**src/rtl/wb_regfile.sv**
```systemverilog
// Writeback stage and 32-entry general-purpose register file.
// Selects ALU or load data from MEM/WB, commits it to the register file, serves two
// combinational read ports with same-cycle write-through bypass, and tracks the last
// committed write plus a retired-instruction counter.
`timescale 1ns/1ps

module wb_regfile #(
  parameter int unsigned DATA_W  = 32,
  parameter int unsigned ADDR_W  = 5,
  parameter logic [5:0]  NOOP_OP = 6'b111111,
  parameter int unsigned CNT_W   = 32
) (
  input  logic              clk,
  input  logic              rst,
  input  logic              i_hold,
  input  logic [ADDR_W-1:0] i_rd,
  input  logic [1:0]        i_wb,
  input  logic [DATA_W-1:0] i_alu_result,
  input  logic [DATA_W-1:0] i_mem_out,
  input  logic [5:0]        i_operation,
  input  logic [ADDR_W-1:0] i_rs_addr,
  input  logic [ADDR_W-1:0] i_rt_addr,
  output logic [DATA_W-1:0] o_rs_data,
  output logic [DATA_W-1:0] o_rt_data,
  output logic              o_wb_en,
  output logic [DATA_W-1:0] o_wb_data,
  output logic [ADDR_W-1:0] o_last_rd,
  output logic [DATA_W-1:0] o_last_data,
  output logic [CNT_W-1:0]  o_retired
);

  localparam int unsigned NumRegs = 1 << ADDR_W;

  // Entry 0 is never written and always reset, so it stays zero and is trimmed in synthesis.
  logic [DATA_W-1:0] regs_q [NumRegs];
  logic [DATA_W-1:0] regs_d [NumRegs];

  logic [ADDR_W-1:0] last_rd_q,   last_rd_d;
  logic [DATA_W-1:0] last_data_q, last_data_d;
  logic [CNT_W-1:0]  retired_q,   retired_d;

  logic commit;
  logic wb_en;
  logic [DATA_W-1:0] wb_data;

  // Commit qualification and writeback data selection.
  always_comb begin
    commit  = !i_hold && (i_operation != NOOP_OP);
    wb_data = i_wb[0] ? i_mem_out : i_alu_result;
    wb_en   = commit && i_wb[1] && (i_rd != '0);
  end

  assign o_wb_en   = wb_en;
  assign o_wb_data = wb_data;

  // Next-state for register array, last-write tracking and retired counter.
  always_comb begin
    regs_d      = regs_q;
    last_rd_d   = last_rd_q;
    last_data_d = last_data_q;
    retired_d   = retired_q;
    if (wb_en) begin
      regs_d[i_rd] = wb_data;
      last_rd_d    = i_rd;
      last_data_d  = wb_data;
    end
    // Counts every committed non-bubble, including ones that do not write; wraps silently.
    if (commit) begin
      retired_d = retired_q + CNT_W'(1);
    end
  end

  // State registers; async reset clears everything and discards any in-flight commit.
  always_ff @(posedge clk or posedge rst) begin
    if (rst) begin
      for (int i = 0; i < NumRegs; i++) begin
        regs_q[i] <= '0;
      end
      last_rd_q   <= '0;
      last_data_q <= '0;
      retired_q   <= '0;
    end else begin
      regs_q      <= regs_d;
      last_rd_q   <= last_rd_d;
      last_data_q <= last_data_d;
      retired_q   <= retired_d;
    end
  end

  // Read ports: r0 reads zero, a same-cycle write to the address bypasses the array.
  always_comb begin
    if (i_rs_addr == '0) begin
      o_rs_data = '0;
    end else if (wb_en && (i_rs_addr == i_rd)) begin
      o_rs_data = wb_data;
    end else begin
      o_rs_data = regs_q[i_rs_addr];
    end

    if (i_rt_addr == '0) begin
      o_rt_data = '0;
    end else if (wb_en && (i_rt_addr == i_rd)) begin
      o_rt_data = wb_data;
    end else begin
      o_rt_data = regs_q[i_rt_addr];
    end
  end

  assign o_last_rd   = last_rd_q;
  assign o_last_data = last_data_q;
  assign o_retired   = retired_q;

endmodule
```
**config.mk**
```make
export PLATFORM = sky130hd
export DESIGN_NAME = wb_regfile
export DESIGN_NICKNAME = d
export VERILOG_FILES = /design/src/rtl/wb_regfile.sv
export SDC_FILE = /design/constraint.sdc
export NUM_CORES = 2
export LEC_CHECK = 0
export ABC_AREA = 1
export ABC_CLOCK_PERIOD_IN_PS = 49900
export CORE_MARGIN = 3
export CORE_UTILIZATION = 53
export CTS_CLUSTER_DIAMETER = 100
export DETAILED_ROUTE_END_ITERATION = 16
export PLACE_DENSITY = 0.74
export SLEW_MARGIN = 0
export SYNTH_ARGS = -nofsm -noshare
export SYNTH_HDL_FRONTEND = slang
export SYNTH_SLANG_ARGS = --single-unit
```
**constraint.sdc**
```tcl
create_clock -name clk -period 49.9 [get_ports clk]
set_clock_uncertainty 0.2 [all_clocks]
set_input_delay 12.475 -clock clk [delete_from_list [all_inputs] [get_ports clk]]
set_output_delay 12.475 -clock clk [all_outputs]
set_load 0.05 [all_outputs]
```
==> impl_metrics.csv <==
group,metric,value,unit
die,fp.dieH,347.3,um
finish,drive_gt1_frac,0.04915,
placement,post-place-ws,19.95,ns
hold_path,min-delay-start,"regs_q[997]$_DFFE_PP0P_",
drt,avgViaCountPerCell,6.121,
logic_synthesis,synth_fa_ha_area_frac,0.0002027,
sta,post-route-min-period,30.35,ns
sta,worst_pin_slew,1.356,ns
logic_synthesis,muxShareOfSynthArea,0,
setup_path,startpoint_type,"input pin",
finish,area_growth,10.46,%
placement,place_area,64110,um2
setup_path,r2r_setup_slack,47.75,ns
pwr,finalPower,2571,uW
logic_synthesis,synth_area_per_cell,6.973,um2
clock_network,clk_pin_slew_worst_paths,0.06,ns
drt,routed_wl,232.6,mm
setup_path,worst-path-buf-inv,5,
placement,routabilityCongestion,0.9037,
clock_network,cts-htree-levels,3,
drt,dr.pass1.iters,9,
die,rows,124,
clock_network,numClockSinks,1093,
clock_network,cts_setup_buffers,0,
global_route,grt.total_usage,0.3792,
pwr,irDropWorstVdd,0.00002730,V
logic_synthesis,synth_compound_area_frac,0.2020,
setup_path,r2r-start,"o_retired[0]$_DFFE_PP0N_",
global_route,grt_pass1_wl,354.6,mm
sta,holdWs,0.1760,ns
setup_path,r2r_cells,7,
job,cap_viol_max_count,0,
logic_synthesis,synth_cells,8855,
die,ioPinCount,256,
hold_path,min_path_type,"flop to flop",
logic_synthesis,synth_top_family_by_area,"simple AND/OR/NAND/NOR gates",
sta,period_share,0.6083,
drt,vias,62345,
hold_path,min_delay_worst_endpoint,"regs_q[997]$_DFFE_PP0P_",
placement,portBuffers,255,
global_route,met1_usage,0.4864,
logic_synthesis,synthXorXnorAreaFrac,0.004823,
die,dieArea,120600,um2
sta,fmax,0.03294,GHz
die,die_w,347.3,um
logic_synthesis,synth-seq-area-share,0.4430,
setup_path,path_class,"input pin to primary output",
sta,rsz0062_at_grt,"false",
logic_synthesis,synth.distinct_cells,32,
logic_synthesis,ys_warn_count,0,
sta,hold_viol,0,
setup_path,crit_fanout,41,
drt,antenna_left,0,
sta,fin_tns_setup,0,ns
logic_synthesis,syn_nets,8946,
sta,final_max_slew_viol_count,0,
global_route,grt_max_degree,175,
clock_network,cts_made_buffers,117,
setup_path,critPathTopFamily,"buffers and inverters",
setup_path,cp_slowest_stage_delay,1.17,ns
setup_path,cpMostUsedCell,"nand2_1",
global_route,use_met3,0.08928,
clock_network,clock-root-buffer,"clkbuf_16",
setup_path,slowest_stage,"nor2_4",
placement,place_hpwl,125.1,mm
sta,slew-limit-headroom,0.09592,
logic_synthesis,syn_area,61740,um2
pwr,leakagePower,0.03209,uW
clock_network,cts_tree,"yes",
drt,drc_errors,0,
drt,wl_per_cell,22.84,um
logic_synthesis,yosys_register_bits,1093,
setup_path,worst_ep_required_time,37.23,ns
global_route,use_met2,0.5762,
global_route,antenna_found_initial,7,
logic_synthesis,yosys.area_share.simple,0.2440,
global_route,overflow,0,
die,coreArea,115000,um2
setup_path,cp_cell_sequence,"buf_4 > clkinv_2 > nor2_4 > buf_4 > nand2_1 > nor2_1 > nor2_1 > nand2_1 > nand3_1 > nand2_1 > inv_1 > clkdlybuf4s50_1",
clock_network,hold_buffers,0,
pwr,p_per_area,37.69,nW/um2
global_route,first_global_vias,58780,
clock_network,insertion_delay,0.71,ns
global_route,grt_most_used_layer,"met2",
drt,drtIter0Drc,8885,
hold_path,worstHoldPathCells,0,
finish,fin_area,68200,um2
sta,setup_viol,0,
setup_path,arrival,17.68,ns
status,outcome,"finished clean",
clock_network,post_cts_resized,0,
clock_network,cts_max_path_buffers,3,
finish,nets,8660,
setup_path,critPathCaptureType,"primary output",
die,start_util,0.5370,
sta,fin_ws,19.55,ns
setup_path,rr_endpoint,"o_retired[25]$_DFFE_PP0N_",
-- layout make-up --
cell class | count | area, um2
fill | 10426 | 46760
multi-input combinational | 6104 | 28040
sequential | 1093 | 27350
timing repair buffer | 375 | 3488
clock buffer | 168 | 3461
inverter | 878 | 3338
tap | 1512 | 1892
clock inverter | 49 | 618.1
antenna | 6 | 15.01
-- Yosys cell counts (all sizes together) --
| cell type | count | area share |
|---|---|---|
| nor3 | 18 | 0.0018 |
| ha | 1 | 0.00020 |
| or2 | 6 | 0.00061 |
| o21ai | 1739 | 0.14 |
| buf | 284 | 0.022 |
| clkbuf | 496 | 0.030 |
| inv | 877 | 0.053 |
| a21oi | 551 | 0.045 |
| clkinv | 1 | 0.000061 |
| xor2 | 21 | 0.0030 |
| nand3 | 878 | 0.071 |
| xnor2 | 13 | 0.0018 |
| o211ai | 135 | 0.016 |
| nor3b | 1 | 0.00012 |
| nand2 | 2425 | 0.15 |
| nor2 | 304 | 0.019 |
| dfrtp | 1093 | 0.44 |
| nand4 | 12 | 0.0020 |
-- per-stage QoR --
| step | cells | utilization |
|---|---|---|
| CTS | 10179 | 0.5931 |
| global route | 10180 | 0.5931 |
| floorplan | 8855 | - |
| detailed placement | 9962 | 0.5576 |
| finish | 10185 | 0.5932 |
| global placement | 9962 | 0.5576 |
-- worst max-delay path by stage --
stage,start,endpoint,slack (ns),cells past startpoint
3_5_place_dp,i_rs_addr[2],o_rs_data[29],19.95,12
6_report,i_rs_addr[2],o_rs_data[5],19.55,12
4_1_cts,i_rs_addr[2],o_rs_data[5],19.89,12
5_1_grt,i_rs_addr[2],o_rs_data[5],19.58,12
3_3_place_gp,i_rs_addr[2],o_rs_data[5],19.97,12
2_1_floorplan,rst,o_last_data[0]$_DFFE_PP0P_,6.45,1
-- placed cells by master, fill, tap and decap left out, drive strengths merged, types with 18 or more instances in the layout --
master	count
inv	881
clkinv	29
clkbuf	168
dfrtp	1093
a21oi	551
xor2	21
nor3	18
o21ai	1739
buf	131
clkdlybuf4s50	244
o211ai	135
nand2	2425
nor2	304
nand3	878
-- state kept, by name, indices dropped and copies added (netlist names) --
name and cells:
o_last_data 32, o_last_rd 5, o_retired 32, regs_q 1024
-- per-layer routing --
layer / vias to the layer above / share of wire
met5: - / 0.00056
met3: 1014 / 0.12
met4: 4 / 0.076
met2: 4258 / 0.43
met1: 28960 / 0.37
li1: 28109 / -
-- cells by family (layout without fill, tap and decap cells) --
family                   Yosys count  count (layout)
XOR/XNOR                          34              34
buffers and inverters           1658            1470
adder cells (fa/ha/maj)            1               1
AO/OA/AOI/OAI                   2425            2425
flip-flops                      1093            1093
AND/OR/NAND/NOR                 3644            3644
other                              0               6
-- power breakdown --
part,switching [uW],leakage (uW),total [uW],internal (uW)
Clock,383,0.00202,929,547
Sequential,89.9,0.0145,1100,1010
Combinational,367,0.0156,538,171
Total,839,0.0321,2570,1730
Note: power is estimated with default switching activity, not from simulation.
